==> config.mk <==
export PLATFORM = sky130hd
export DESIGN_NAME = voc_out_fifo_flat
export DESIGN_NICKNAME = d
export VERILOG_FILES = /design/src/rtl/voc_pkg.sv /design/src/rtl/voc_out_fifo_if.sv /design/src/rtl/voc_fifo_mem.sv /design/src/rtl/voc_out_fifo.sv /design/src/flat_wrapper.sv
export SDC_FILE = /design/constraint.sdc
export NUM_CORES = 1
export LEC_CHECK = 0
export ABC_AREA = 1
export BUFFER_PORTS_ARGS = -buffer_cell sky130_fd_sc_hd__buf_4
export CELL_PAD_IN_SITES_DETAIL_PLACEMENT = 1
export CELL_PAD_IN_SITES_GLOBAL_PLACEMENT = 1
export CORE_UTILIZATION = 40
export DETAILED_ROUTE_END_ITERATION = 10
export PLACE_DENSITY = 0.81
export SYNTH_ARGS = -nofsm -noshare
export SYNTH_HDL_FRONTEND = slang
export SYNTH_SLANG_ARGS = --single-unit
export TNS_END_PERCENT = 50
==> constraint.sdc <==
create_clock -name clk -period 2.3 [get_ports clk]
set_clock_uncertainty 0.2 [all_clocks]
set_input_delay 0.575 -clock clk [delete_from_list [all_inputs] [get_ports clk]]
set_output_delay 0.575 -clock clk [all_outputs]
set_load 0.01 [all_outputs]
==> src/rtl/voc_pkg.sv <==
// rtl/voc_pkg.sv - shared vocoder widths and FIFO entry sizing
package voc_pkg;

  localparam int VOC_WIDTH = 3;
  localparam int VOC_SIZE  = 8;

  // Each FIFO entry carries the burst-start tag above the sample bits.
  function automatic int entry_width(input int width);
    return width + 1;
  endfunction

  localparam int VOC_ENTRY_W = entry_width(VOC_WIDTH);

endpackage

==> src/rtl/voc_out_fifo_if.sv <==
// rtl/voc_out_fifo_if.sv - sample input and sink handshake bundle for voc_out_fifo
interface voc_out_fifo_if #(
  parameter int WIDTH = 3
);

  logic             in_valid;
  logic [WIDTH-1:0] in_data;
  logic             out_ready;
  logic             out_valid;
  logic [WIDTH-1:0] out_data;
  logic             out_first;
  logic             out_last;

  modport master (
    output in_valid, in_data, out_ready,
    input  out_valid, out_data, out_first, out_last
  );

  modport slave (
    input  in_valid, in_data, out_ready,
    output out_valid, out_data, out_first, out_last
  );

endinterface

==> src/rtl/voc_fifo_mem.sv <==
// rtl/voc_fifo_mem.sv - DEPTH x EW register array, sync write, async read
module voc_fifo_mem #(
  parameter int DEPTH = 16,
  parameter int EW    = 4,
  parameter int AW    = $clog2(DEPTH)
) (
  input  logic          clk,
  input  logic          we,
  input  logic [AW-1:0] wr_ptr,
  input  logic [EW-1:0] wr_data,
  input  logic [AW-1:0] rd_ptr,
  output logic [EW-1:0] rd_data
);

  logic [EW-1:0] mem [DEPTH];

  always_ff @(posedge clk) begin
    if (we) mem[wr_ptr] <= wr_data;
  end

  assign rd_data = mem[rd_ptr];

endmodule

==> src/rtl/voc_out_fifo.sv <==
// rtl/voc_out_fifo.sv - FWFT output FIFO for vocoder playback with burst/frame tags
module voc_out_fifo
  import voc_pkg::*;
#(
  parameter int WIDTH  = VOC_WIDTH,
  parameter int DEPTH  = 16,
  parameter int FRAME  = VOC_SIZE,
  parameter int DROP_W = 8
) (
  input  logic                     clk,
  input  logic                     rst_n,
  voc_out_fifo_if.slave            bus,
  output logic [$clog2(DEPTH):0]   level,
  output logic                     overflow,
  output logic [DROP_W-1:0]        drop_cnt,
  input  logic                     clr_ovf
);

  localparam int AW = $clog2(DEPTH);
  localparam int LW = AW + 1;
  localparam int EW = entry_width(WIDTH);
  localparam int FW = (FRAME > 1) ? $clog2(FRAME) : 1;

  logic [AW-1:0] wr_ptr, rd_ptr;
  logic [FW-1:0] frame_cnt;
  logic          prev_valid;
  logic [EW-1:0] rd_entry;
  logic          full, push, pop, drop, first_tag;

  assign full      = (level == LW'(DEPTH));
  assign pop       = bus.out_valid && bus.out_ready;
  // A full FIFO still takes a sample when the head leaves in the same cycle.
  assign push      = bus.in_valid && (!full || pop);
  assign drop      = bus.in_valid && full && !pop;
  assign first_tag = bus.in_valid && !prev_valid;

  voc_fifo_mem #(
    .DEPTH (DEPTH),
    .EW    (EW),
    .AW    (AW)
  ) u_mem (
    .clk     (clk),
    .we      (push),
    .wr_ptr  (wr_ptr),
    .wr_data ({first_tag, bus.in_data}),
    .rd_ptr  (rd_ptr),
    .rd_data (rd_entry)
  );

  assign bus.out_valid = (level != '0);
  assign bus.out_data  = rd_entry[WIDTH-1:0];
  assign bus.out_first = bus.out_valid && rd_entry[WIDTH];
  assign bus.out_last  = bus.out_valid && (frame_cnt == FW'(FRAME - 1));

  always_ff @(posedge clk or negedge rst_n) begin
    if (!rst_n) begin
      wr_ptr     <= '0;
      rd_ptr     <= '0;
      level      <= '0;
      prev_valid <= 1'b0;
    end else begin
      prev_valid <= bus.in_valid;
      if (push) wr_ptr <= wr_ptr + AW'(1);
      if (pop)  rd_ptr <= rd_ptr + AW'(1);
      if (push && !pop)      level <= level + LW'(1);
      else if (pop && !push) level <= level - LW'(1);
    end
  end

  always_ff @(posedge clk or negedge rst_n) begin
    if (!rst_n) begin
      frame_cnt <= '0;
    end else if (pop) begin
      frame_cnt <= bus.out_last ? '0 : frame_cnt + FW'(1);
    end
  end

  // Clear takes priority over a drop landing in the same cycle.
  always_ff @(posedge clk or negedge rst_n) begin
    if (!rst_n) begin
      overflow <= 1'b0;
      drop_cnt <= '0;
    end else if (clr_ovf) begin
      overflow <= 1'b0;
      drop_cnt <= '0;
    end else if (drop) begin
      overflow <= 1'b1;
      if (drop_cnt != {DROP_W{1'b1}}) drop_cnt <= drop_cnt + DROP_W'(1);
    end
  end

endmodule

==> src/flat_wrapper.sv <==
// flat-port wrapper written by rule: the top's interface ports become plain ports
module voc_out_fifo_flat import voc_pkg::*;
#(
  parameter int WIDTH  = VOC_WIDTH,
  parameter int DEPTH  = 16,
  parameter int FRAME  = VOC_SIZE,
  parameter int DROP_W = 8
)
  (clk, rst_n, level, overflow, drop_cnt, clr_ovf, bus_in_valid, bus_in_data, bus_out_ready, bus_out_valid, bus_out_data, bus_out_first, bus_out_last);
  voc_out_fifo_if #(.WIDTH(WIDTH)) bus_i ();
  input  logic clk;
  input  logic rst_n;
  output logic [$clog2(DEPTH):0] level;
  output logic overflow;
  output logic [DROP_W-1:0] drop_cnt;
  input  logic clr_ovf;
  input wire logic [$bits(bus_i.in_valid)-1:0] bus_in_valid;
  input wire logic [$bits(bus_i.in_data)-1:0] bus_in_data;
  input wire logic [$bits(bus_i.out_ready)-1:0] bus_out_ready;
  output wire logic [$bits(bus_i.out_valid)-1:0] bus_out_valid;
  output wire logic [$bits(bus_i.out_data)-1:0] bus_out_data;
  output wire logic [$bits(bus_i.out_first)-1:0] bus_out_first;
  output wire logic [$bits(bus_i.out_last)-1:0] bus_out_last;
  assign bus_i.in_valid = bus_in_valid;
  assign bus_i.in_data = bus_in_data;
  assign bus_i.out_ready = bus_out_ready;
  assign bus_out_valid = bus_i.out_valid;
  assign bus_out_data = bus_i.out_data;
  assign bus_out_first = bus_i.out_first;
  assign bus_out_last = bus_i.out_last;
  voc_out_fifo #(.WIDTH(WIDTH), .DEPTH(DEPTH), .FRAME(FRAME), .DROP_W(DROP_W)) u_core (.clk(clk), .rst_n(rst_n), .bus(bus_i), .level(level), .overflow(overflow), .drop_cnt(drop_cnt), .clr_ovf(clr_ovf));
endmodule
Yosys cells after proc, flatten, opt, wreduce, memory -nomap -nowiden
Memory sizes are Yosys's and may differ from the RTL's.
Index checks and enable logic that the tools add are counted.
- add/subtract/negate cells: 6
- multiply operators: 0
- div/mod/pow operators: 0
- $lt $le $gt $ge: 0
- eq/ne operators: 3
- shift-type cells: 0
- multiplexer cells: 10
- bitwise operators: 0
- reduce and logical (&&, ||, !) cells: 19
- operators with widths (kind ; number):
    8-bit two-way mux ; 3
    5-bit two-way mux ; 2
    1-bit logical AND ; 9
    4-bit by 1-bit adder with 4-bit output (second input constant) ; 2
    8-bit by 1-bit adder with 8-bit output (second input constant) ; 1
    8-bit != test (second input constant) ; 1
    2-bit nonzero test ; 3
    5-bit by 1-bit adder with 5-bit output (second input constant) ; 1
    5-bit equality test (second input constant) ; 1
    5-bit nonzero test ; 1
    5-bit by 1-bit subtractor with 5-bit output (second input constant) ; 1
    1-bit zero test ; 4
    1-bit two-way mux ; 4
    3-bit by 1-bit adder with 3-bit output (second input constant) ; 1
    3-bit equality test (second input constant) ; 1
    3-bit two-way mux ; 1
    2-bit AND reduction ; 1
    1-bit logical OR ; 1
- flip-flop bits (word level): 26
- latch bits: 0
- memory bits (writable): 64
- ROM bits: 0
- bits of input ports: 8
- output and inout port bits: 20
- logic and storage cells: 46
- memories kept: 1
- memory list (memory ; depth ; width ; rd ports ; clocked after Yosys merged registers in ; wr ports ; RTL line ; RTL):
    u_core.u_mem.mem ; 16 ; 4 ; 1 ; 0 ; 1 ; voc_fifo_mem.sv:15 ; logic [EW-1:0] mem [DEPTH];

Depth between registers and ports, before layout
Gate-level depths: netlist of the first run.
- depth after elaboration: 8
- depth in mapped cells: 14
- gate-level depth less buffers: 14

Hierarchy
Synthesis of the first run repeated with hierarchy kept, for this count alone.
- cells, all modules: 475
- area total of the unflattened synthesis: 4441.8 µm²
- by module, submodules not included (module ; instances ; cells each ; area each (µm²)):
    voc_fifo_mem ; 1 ; 286 ; 2886.5
    voc_out_fifo ; 1 ; 189 ; 1555.2

Worst setup path after synthesis of the first run
Ideal clock, no wire load.
- kind: input port to flip-flop
- from: in bus_out_ready
- to: reg u_core.level[4]
- arrival time: 2.119 ns
- required time: 2.035 ns
- path slack: -0.084 ns
- cell stages on the path: 13
- path buffers: 0
- path through: nor2_2 > nand4_2 > nand2_1 > inv_2 > ha_1 > inv_1 > ha_1 > nand2_1 > nand2_1 > a21oi_1 > xor2_1 > nand2_1 > nand2_1
- word-level cells in the longest chain between the ends: 6
- ends and longest elaborated chain (what ; RTL line ; RTL):
    from (decl) ; flat_wrapper.sv:19 ; input wire logic [$bits(bus_i.out_ready)-1:0] bus_out_ready;
    1-bit logical AND * ; voc_out_fifo.sv:31 ; assign pop = bus.out_valid && bus.out_ready;
    1-bit logical OR * ; voc_out_fifo.sv:33 ; assign push = bus.in_valid && (!full || pop);
    1-bit logical AND * ; voc_out_fifo.sv:33 ;
    named net u_core.push ; voc_out_fifo.sv:28 ; logic full, push, pop, drop, first_tag;
    1-bit zero test ; voc_out_fifo.sv:66 ; else if (pop && !push) level <= level - LW'(1);
    1-bit logical AND ; voc_out_fifo.sv:66 ;
    2-bit nonzero test (no source line) ; - ;
    to (signal assigned) ; voc_out_fifo.sv:65 ; if (push && !pop) level <= level + LW'(1);
    to (signal assigned) ; voc_out_fifo.sv:66 ;
    to (decl) ; voc_out_fifo.sv:13 ; output logic [$clog2(DEPTH):0] level,
Mark *: on every way through the listed nets, which the timed path passes. The rest lies on a longest branch.
A chain may end at the register's enable or synchronous reset.

Worst setup path after layout of the first run
- from: reg u_core.rd_ptr[0]
- to: out bus_out_data[0]
- word-level cells in the longest chain between the ends: 1
- ends and longest elaborated chain (what ; RTL line ; RTL):
    from (decl) ; voc_out_fifo.sv:24 ; logic [AW-1:0] wr_ptr, rd_ptr;
    from (signal assigned) ; voc_out_fifo.sv:64 ; if (pop) rd_ptr <= rd_ptr + AW'(1);
    memory 16 x 4 bit ; - ;
    to (decl) ; flat_wrapper.sv:21 ; output wire logic [$bits(bus_i.out_data)-1:0] bus_out_data;
No other way between the ends.

==> metrics.md, run 1 <==
| Metric | Value |
|---|---|
| Status | `complete, but fails checks` |
| Failing checks | `setup timing` |
| Fin crit period | `~2.6 ns` |
| Mapped Area | `0.004119 mm2` |
| Post-route cell area | `approximately 0.0049 mm2` |
| Adder-Cell Fraction of Synth Area | `about 4.1%` |
| Slew Limit Fails | `0` |
| DR vias/cell | `roughly 5` |
| Clock buffer depth | `2` |
| Antenna Cells | `0` |
| Compound-cell area share of the yosys netlist | `a little over 7%` |
| RePlAce Congestion | `0.7775` |
| Multiplexer area fraction after synthesis | `0%` |
| Core Region | `0.009864 mm2` |
| Crit Path Category | `flip-flop to output pin` |
| Number of CTS-inserted buffers | `9` |
| Simple-gate portion of the synthesized area | `18.89%` |
| Worst rel slew slack | `between 20% and 30%` |
| Clock latency on the worst-skew pair | `0.36 ns` |
| Peak supply drop | `379.1 uV` |
| Setup Slack @ Placement | `-0.1274 ns` |
| H-tree levels | `3` |
| Arrival time worst endpoint | `between 1.5 and 2 ns` |
| Port bufs | `27` |
| Die Wd | `a little over 100 um` |
| Startpoint types | `flip-flop` |
| F_max | `~380 MHz` |
| Gr ovfl total | `0` |
| Setup-failing EPs final | `4` |
| CP cell instances | `buf_8, buf_8, nor2_1, nor2_1, o21ai_1, o211ai_1, nand3_1, nand2_1, buf_6` |
| Syn. warnings | `0` |
| Die area | `around 0.011 mm2` |
| HPWL after DPL | `6.947 mm` |
| Fill cells | `1070` |
| Hold Fails Final Rpt | `0` |
| Initial DRC Count | `between 90 and 100` |
| Hold Worst Slack | `0.1444 ns` |
| Root Buffer | `clkbuf_8` |
| Largest net degree at the start of global routing | `27` |
| Xor/xnor share of the synthesized area | `around 2.8%` |
| Number of synthesized register bits | `90` |
| Pleak | `2.058 nW` |
| Post-synth EDFFs | `64` |
| CP peak stage delay | `between 0.4 and 0.5 ns` |
| CTS tree | `built` |
| GRT Total Usage | `approximately a fifth` |
| Synth unique cells | `29` |
| Part of the cycle the worst path needs | `113.5%` |
| HP Class | `input pin to flip-flop` |
| Combinational family with the most area after synthesis | `simple AND/OR/NAND/NOR gates` |
| Initial Util | `about two fifths` |
| Worst Slack Setup Final | `-0.3100 ns` |
| CP max-delay cell | `dfrtp_1` |
| Fraction of registers with async set/reset | `~29%` |
| Post-layout util | `roughly half` |
| Share of layout cells above drive strength 1 | `a little under a quarter` |
| Area growth from synthesis to layout | `19.59%` |
| Total Power | `5.712 mW` |
| Vias in the first global route | `3120` |
| Synthesized instance count | `between 300 and 400` |
| Worst EP required | `roughly 1.5 ns` |
| Final #Nets | `about 460` |
| TritonRoute pass-1 iters | `4` |
| Primary FF master, synth | `edfxtp_1` |
| Post-synthesis sequential area ratio | `62.45%` |
| RSZ-0062 raised after global routing | `true` |
| Total wire length | `around 10 mm` |
| Placed cell area | `between 0.004 and 0.005 mm2` |
| First-pass GRT wire length | `roughly 16 mm` |
| Die height | `103.5 um` |
| Critical path fanouts, max | `7` |
| Worst slew pin tran | `~1.2 ns` |
| Core Rows | `36` |
| Sink Count | `90` |
| Synthesized Nets | `407` |
| Clock-pin slew on the worst setup and hold paths | `around 0.090 ns` |
| Mean Syn Cell Area | `between 10 and 15 um2` |
| Antenna viol nets, final | `0` |
| Cell Pwr Density | `1159 mW/mm2` |
| Number of remaining DRC errors | `0` |
| DR WL/cell | `17.17 um` |
| Number of max-cap violations | `0` |
| Via count | `roughly 2900` |
| IO Pins | `28` |
| Worst Setup End Kind | `output pin` |
| Initial antenna violation count | `0` |
[final cells by class]
class / count / area, um2 / area share, %
clock buffer: 10 / 127.6 / 2.591
clock inverter: 5 / 38.79 / 0.7874
inverter: 34 / 130.1 / 2.642
multi-input combinational: 249 / 1403 / 28.47
sequential: 90 / 2575 / 52.27
tap: 133 / 166.4 / 3.378
timing repair buffer: 56 / 485.5 / 9.855
[flip-flops by register name, indices dropped and copies added (netlist names)]
signal	flops
u_core.rd_ptr	4
u_core.prev_valid	1
u_core.wr_ptr	4
u_core.overflow	1
u_core.drop_cnt	8
u_core.u_mem.mem	64
u_core.frame_cnt	3
u_core.level	5
[power breakdown]
part	switching [mW]	total (mW)	internal, mW
clock	0.577	0.973	0.395
sequential	0.194	2.20	2.01
combinational	1.47	2.54	1.06
total	2.24	5.71	3.47
[cells in the mapped netlist, types with 2 or more instances]
| cell | n | share of area, % |
|---|---|---|
| nand4_2 | 2 | 0.61 |
| o21ai_0 | 22 | 2.7 |
| edfxtp_1 | 64 | 47 |
| o211ai_1 | 15 | 2.7 |
| nand4_1 | 2 | 0.30 |
| ha_1 | 12 | 3.6 |
| nor2_1 | 47 | 4.3 |
| nand2_4 | 2 | 0.55 |
| nand2_2 | 2 | 0.30 |
| dfrtp_1 | 26 | 16 |
| inv_1 | 28 | 2.6 |
| buf_2 | 9 | 1.1 |
| xor2_1 | 12 | 2.6 |
| nand3_1 | 35 | 4.3 |
| inv_2 | 5 | 0.46 |
| nand2_1 | 75 | 6.8 |
| nor2_2 | 4 | 0.61 |
| o21ai_1 | 3 | 0.36 |
| nor2_4 | 2 | 0.55 |
| clkbuf_1 | 3 | 0.27 |
| a21oi_1 | 8 | 0.97 |
[layer usage]
| layer | part of all wire (%) | track usage, % |
|---|---|---|
| met5 | 0 | 0 |
| met4 | 1.8 | 8.234 |
| met3 | 4.4 | 4.839 |
| met2 | 51 | 35.25 |
| met1 | 43 | 24.65 |
[per-stage QoR]
step           setup TNS, ns  instances
2_1_floorplan              0        386
5_1_grt               -1.619        577
6_report              -1.124        577
3_5_place_dp         -0.1913        556
4_1_cts               -1.083        577
3_3_place_gp        -0.06499        556
[cells by family after synthesis]
family,after synthesis
AO/OA/AOI/OAI,50
XOR/XNOR,13
adder cells (fa/ha/maj),13
buffers and inverters,47
flip-flops,90
AND/OR/NAND/NOR,173
[worst paths after layout]
kind	startpoint	endpoint	slack, ns	cells after the start
worst max-delay path	u_core.rd_ptr[0]	bus_out_data[0]	-0.31	9
worst min register to register	u_core.frame_cnt[1]	u_core.frame_cnt[1]	0.30	2
min in group asynchronous	rst_n	u_core.drop_cnt[6]	0.45	2
worst max register to register	u_core.level[1]	u_core.level[4]	0.06	12
max in group asynchronous	rst_n	u_core.level[3]	1.15	2
worst min-delay path	bus_in_valid	u_core.prev_valid	0.14	1
[critical path, delay by kind of cell (launching register included)]
family / cells / cell delay, ns
DFF: 1 / 0.44
buffers and inverters: 3 / 0.43
and+or+nand+nor: 4 / 0.40
AOI/OAI and AO/OA: 2 / 0.21
[layout by cell type (no fill, tap or decap), types with 2 or more instances in the layout]
cell and count:
a21oi_1 5, a21oi_2 3, buf_12 2, buf_4 45, buf_6 6, buf_8 2, clkbuf_8 9, dfrtp_1 24
dfrtp_2 2, edfxtp_1 64, ha_1 11, inv_1 26, inv_2 6, inv_6 2, nand2_1 73, nand2_2 4
nand2_4 2, nand3_1 35, nand4_1 2, nor2_1 45, nor2_2 3, nor2_4 5, o211ai_1 15, o21ai_0 13
o21ai_1 12, xor2_1 12
[what timing repair did]
action	in CTS	in global routing
pin swaps	14	5
setup endpoints to repair	5	5
endpoints found under the hold margin	26	0
hold buffers	1	0
setup buffers	5	0
gates resized for setup	25	5
Power figures use the tool's default switching activity.
==> inputs of run 2 (changes only) <==
- SKIP_LAST_GASP: unset -> 1
==> metrics.md, run 2 (synthesis results as in run 1) <==
| Metric | Value |
|---|---|
| CP max-delay cell | `dfrtp_2` |
| Worst rel slew slack | `between 20% and 30%` |
| NetSw | `around 2.3 mW` |
| Clock latency on the worst-skew pair | `0.36 ns` |
| IO Pins | `28` |
| Die Wd | `around 100 um` |
| Fill cells | `approximately 1100` |
| Root Buffer | `clkbuf_8` |
| Most common library cell in the layout ignoring fill and taps | `nand2_1` |
| F_max | `approximately 380 MHz` |
| Slew Limit Fails | `0` |
| Switching Share | `about two fifths` |
| RePlAce Congestion | `about 0.78` |
| CP peak stage delay | `between 0.4 and 0.5 ns` |
| H-tree levels | `3` |
| Comb power frac | `a little under half` |
| Status | `complete, but fails checks` |
| Most frequent cells in the layout | `68 x nand2_1, 64 x edfxtp_1, 45 x nor2_1, 45 x buf_4, 28 x nand3_1` |
| First-pass GRT wire length | `15.80 mm` |
| Cell Pwr Density | `1169 mW/mm2` |
| Part of the cycle the worst path needs | `114.0%` |
| CP cell instances | `buf_12, buf_8, nor2_1, nor2_1, o21ai_0, o211ai_1, nand3_1, nand2_1, buf_4` |
| Initial antenna violation count | `0` |
| HP Class | `input pin to flip-flop` |
| Core Rows | `36` |
| Crit Path Category | `flip-flop to output pin` |
| Initial DRC Count | `a little under 100` |
| Max reg flops | `64` |
| Largest reg by FF count | `u_core.u_mem.mem` |
| Area growth from synthesis to layout | `21.96%` |
| Vias in the first global route | `between 3000 and 4000` |
| Setup-failing EPs final | `5` |
| Startpoint types | `flip-flop` |
| Sink Count | `90` |
| Placed cell area | `approximately 0.0046 mm2` |
| Die area | `around 0.011 mm2` |
| Worst EP required | `1.52 ns` |
| Worst Setup End Kind | `output pin` |
| R2R depth | `12` |
| Total wire length | `just over 10 mm` |
| Largest net degree at the start of global routing | `27` |
| Critical path fanouts, max | `8` |
| Fin crit period | `2.622 ns` |
| Internal power | `approximately 3.6 mW` |
| Core Region | `between 0.009 and 0.01 mm2` |
| DR WL/cell | `17.56 um` |
| DR vias/cell | `between 5 and 6` |
| Reg power frac | `37.5%` |
| GRT Total Usage | `about 20%` |
| Number of remaining DRC errors | `0` |
| Failing checks | `setup timing` |
| Crit path max-delay family | `buffers and inverters` |
| Clock buffer depth | `2` |
| Final #Nets | `between 400 and 500` |
| Number of CTS-inserted buffers | `9` |
| TritonRoute pass-1 iters | `4` |
| Hold Fails Final Rpt | `0` |
| RSZ-0062 raised after global routing | `true` |
| Total Power | `slightly below 6 mW` |
| Share of layout cells above drive strength 1 | `25.34%` |
| Clock power share | `16.6%` |
| Gr ovfl total | `0` |
| Cell mode on critical path | `nor2_1` |
| Number of max-cap violations | `0` |
| Peak supply drop | `about 380 uV` |
| Worst path bufs/invs | `3` |
| Via count | `approximately 3000` |
| Port bufs | `27` |
| CTS tree | `built` |
| Post-route cell area | `0.005024 mm2` |
| Hold Path Depth | `1` |
| Arrival time worst endpoint | `approximately 1.9 ns` |
| Die height | `103.5 um` |
| Worst slew pin tran | `1.113 ns` |
| Clock-pin slew on the worst setup and hold paths | `about 0.090 ns` |
| Worst Slack Setup Final | `-0.3221 ns` |
| Pleak | `roughly 2.1 nW` |
| Biggest regs | `u_core.u_mem.mem x64, u_core.drop_cnt x8, u_core.level x5` |
| Antenna Cells | `0` |
| Antenna viol nets, final | `0` |
| HPWL after DPL | `6.947 mm` |
| Critical Path Stages | `9` |
| Initial Util | `between 40% and 50%` |
run 2: area by class of cell:
class	count	area, um2	area share, %
Sequential cell	90	2575	51.26
Tap cell	133	166.4	3.313
Timing Repair Buffer	58	530.5	10.56
Inverter	34	130.1	2.590
Clock inverter	5	38.79	0.7721
Multi-Input combinational cell	249	1455	28.97
Clock buffer	10	127.6	2.540
run 2: worst paths after layout:
| check | start | to | slack, ns |
|---|---|---|---|
| max in group asynchronous | rst_n | u_core.rd_ptr[0] | 1.15 |
| worst max register to register | u_core.level[2] | u_core.level[4] | 0 |
| worst min-delay path | bus_in_valid | u_core.prev_valid | 0.14 |
| worst min register to register | u_core.frame_cnt[2] | u_core.frame_cnt[2] | 0.31 |
| worst max-delay path | u_core.rd_ptr[0] | bus_out_data[0] | -0.32 |
| min in group asynchronous | rst_n | u_core.drop_cnt[6] | 0.45 |
run 2: routing by layer:
| layer | vias up | share of wire [%] | track usage, % |
|---|---|---|---|
| met2 | 42 | 52 | 35.25 |
| met3 | 17 | 3.4 | 4.839 |
| met4 | 0 | 1.9 | 8.234 |
| met5 | - | 0 | 0 |
| li1 | 1421 | - | - |
| met1 | 1472 | 43 | 24.60 |
run 2: what timing repair did:
item                                    CTS  global route
endpoints found under the hold margin    26             0
pin swaps                                14            13
endpoints found under the setup margin    5             6
gates resized for setup                  22            21
setup buffers                             5             1
hold buffers                              1             0
cloned                                    0             1
run 2: power groups by stage:
stage	logic (mW)	registers [mW]	clock network, mW
CTS	2.49	2.20	0.989
global placement	2.17	2.20	0
global route	2.97	2.23	1.04
floorplan	1.38	2.21	0
finish	2.69	2.20	0.977
detailed placement	2.29	2.22	0
run 2: through the flow:
step	instances	utilization [%]	TNS [ns]	worst slack [ns]	hold WS, ns
4_1_cts	577	49.76	-1.118	-0.2770	0.1318
2_1_floorplan	386	-	0	0.009097	0.07941
6_report	579	50.93	-1.085	-0.3221	0.1448
5_1_grt	579	50.93	-1.671	-0.4142	0.1323
3_3_place_gp	556	47.10	-0.06499	-0.06080	0.2693
3_5_place_dp	556	47.10	-0.1913	-0.1274	0.2818
==> inputs of run 3 (changes only) <==
- ABC_AREA: 1 -> unset
- PLACE_DENSITY: 0.81 -> 0.78
==> metrics.md, run 3 <==
| Metric | Value |
|---|---|
| Main area contributors after synthesis | `edfxtp_1 49%, dfrtp_1 16%, mux4_2 8.0%` |
| Via count | `2635` |
| Post-synth EDFFs | `64` |
| Synthesized Nets | `approximately 300` |
| Mapped Area | `roughly 0.004 mm2` |
| Initial Util | `between 40% and 50%` |
| CP max-delay cell | `or4_4` |
| Crit Path Category | `flip-flop to flip-flop` |
| Sink Count | `90` |
| Cell Pwr Density | `between 1000 and 1500 mW/mm2` |
| Initial antenna violation count | `0` |
| Most common library cell in the layout ignoring fill and taps | `edfxtp_1` |
| Worst rel slew slack | `a little under a third` |
| Worst Setup End Kind | `flip-flop` |
| Antenna Cells | `0` |
| Final #Nets | `approximately 360` |
| CP cell instances | `or4_4, buf_12, o21ai_4, ha_4, inv_4, fa_2, a21o_4, a21oi_2, mux2i_1, o31ai_1` |
| Antenna viol nets, final | `0` |
| Setup Slack @ Placement | `-0.4190 ns` |
| GRT Total Usage | `between 20% and 30%` |
| Die area | `slightly above 0.01 mm2` |
| CP peak stage delay | `around 0.56 ns` |
| Pleak | `about 1.9 nW` |
| Synth top area share | `a little under 50%` |
| Die Wd | `between 100 and 150 um` |
| Most frequent cells in the layout | `64 x edfxtp_1, 57 x buf_4, 25 x dfrtp_1` |
| Commonest cells post-synth | `64 x edfxtp_1, 26 x dfrtp_1, 16 x nand2_1` |
| RSZ-0062 raised after global routing | `true` |
| Synthesized instance count | `roughly 270` |
| Vias in the first global route | `~2700` |
| Clock buffer depth | `2` |
| Mean Syn Cell Area | `~14 um2` |
| Share of layout cells above drive strength 1 | `between 40% and 50%` |
| Setup-failing EPs final | `46` |
| Synth unique cells | `40` |
| HPWL after DPL | `~6.1 mm` |
| Clock latency on the worst-skew pair | `0.37 ns` |
| Biggest regs | `u_core.u_mem.mem x64, u_core.drop_cnt x8, u_core.level x5` |
| H-tree levels | `3` |
| Arrival time worst endpoint | `around 2.9 ns` |
| Root Buffer | `clkbuf_8` |
| Syn. warnings | `0` |
| Top-count cell post-synth | `edfxtp_1` |
| DR vias/cell | `roughly 5.5` |
| Number of CTS-inserted buffers | `9` |
| Hold Fails Final Rpt | `0` |
| DR WL/cell | `21.27 um` |
| Number of max-cap violations | `0` |
| Worst Slack Setup Final | `-0.5156 ns` |
| Post-synthesis sequential area ratio | `approximately 65%` |
| Clock-pin slew on the worst setup and hold paths | `about 0.1 ns` |
| Initial DRC Count | `150` |
| Area growth from synthesis to layout | `30.30%` |
| F_max | `around 360 MHz` |
| CTS tree | `built` |
| Area of the multi-input gates | `about 0.0016 mm2` |
| Startpoint types | `flip-flop` |
| Part of the cycle the worst path needs | `122.4%` |
| Core Region | `approximately 0.0094 mm2` |
| Failing checks | `setup timing` |
| Die height | `between 100 and 150 um` |
| Total wire length | `approximately 10 mm` |
| Primary FF master, synth | `edfxtp_1` |
| IO Pins | `28` |
| First-pass GRT wire length | `approximately 15 mm` |
| RePlAce Congestion | `between 0.7 and 0.8` |
| Number of remaining DRC errors | `0` |
| Gr ovfl total | `0` |
| Storage element area | `0.002574 mm2` |
| Number of synthesized register bits | `90` |
| Fraction of registers with async set/reset | `between 20 and 30%` |
| Register-to-register setup slack | `-0.52 ns` |
| Critical path fanouts, max | `4` |
| Core Rows | `35` |
| Slew Limit Fails | `0` |
| Largest net degree at the start of global routing | `27` |
| Worst slew pin tran | `between 1 and 1.5 ns` |
| Post-layout util | `54.80%` |
| Peak supply drop | `around 430 uV` |
| Fill cells | `~920` |
| Post-synth top area cell | `edfxtp_1` |
| HP Class | `input pin to flip-flop` |
| Status | `complete, but fails checks` |
| Max reg flops | `64` |
| Port bufs | `27` |
| Fin crit period | `about 2.8 ns` |
| Largest reg by FF count | `u_core.u_mem.mem` |
| TritonRoute pass-1 iters | `7` |
| Worst EP required | `between 2 and 2.5 ns` |
## run 3: cell types whose count changed after synthesis, moves of 6 or more
cell      change
o211ai_1     -15
nor3_1        +7
buf_2         -7
xnor2_1       +6
nand3_1      -23
clkbuf_1      +7
o21ai_0      -14
inv_1        -18
xor2_1       -10
nand2_1      -59
nor2_1       -37
mux4_2       +14
nor2b_1       +6
## run 3: worst max-delay path, delay by kind of cell, from the launching register on
kind | cells | cell delay, ns
AOI/OAI and AO/OA | 4 | 0.63
and+or+nand+nor | 1 | 0.56
adders and majority gates | 2 | 0.53
DFF | 1 | 0.39
buffers and inverters | 2 | 0.20
muxes | 1 | 0.20
## run 3: what timing repair did
action | in CTS | in global routing
cloned | 1 | 1
endpoints found under the hold margin | 26 | 0
setup buffers | 7 | 10
endpoints found under the setup margin | 22 | 82
hold buffers | 1 | 0
pin swaps | 13 | 17
gates resized for setup | 14 | 35
## run 3: path summary, 6_finish.rpt
check,depth (start not counted),start,endpoint
worst max register to register,10,u_core.level[0],u_core.level[4]
worst max-delay path,10,u_core.level[0],u_core.level[4]
max in group asynchronous,2,rst_n,u_core.rd_ptr[0]
min in group asynchronous,2,rst_n,u_core.overflow
worst min-delay path,1,bus_in_valid,u_core.prev_valid
worst min register to register,2,u_core.frame_cnt[2],u_core.frame_cnt[2]
## run 3: report_power, final
part / total [mW] / switching, mW / internal, mW
Sequential: 2.26 / 0.259 / 2.00
Combinational: 2.64 / 1.26 / 1.37
Clock: 1.09 / 0.659 / 0.432
## run 3: per-layer routing
metal / track usage [%] / up-vias / share of wire [%]
met4: 7.135 / 0 / 1.1
met2: 35.29 / 69 / 52
met1: 24.91 / 1379 / 41
met3: 3.796 / 9 / 5.5
met5: 0 / - / 0
li1: - / 1178 / -
## run 3: layout make-up
type                    instances  share of cell area [%]
clock inverters                 7                   1.479
inverters                      11                  0.9457
repair buffers                 71                   12.10
clock buffers                   9                   2.401
flip-flops and latches         90                   49.88
well taps                     129                   3.128
multi-input cells             160                   30.07
## run 3: cells by family after synthesis
logic type | synth area share (%)
compound gates | 5.688
xor+xnor | 1.991
fa+ha+maj | 4.297
buf+inv | 2.464
flops | 64.96
mux | 10.11
simple gates | 10.49
## run 3: per-stage QoR
stage          cell area [um2]  power, mW  cells  hold WS [ns]  TNS (ns)
2_1_floorplan             4026      3.544    274       0.07941    -2.238
3_3_place_gp              4562      4.329    444        0.2693    -4.116
3_5_place_dp              4562      4.428    444        0.2930    -5.947
4_1_cts                   4918      5.704    469        0.1476    -10.91
5_1_grt                   5160      6.261    477        0.1443    -9.655
6_report                  5160      5.986    477        0.1593    -6.084
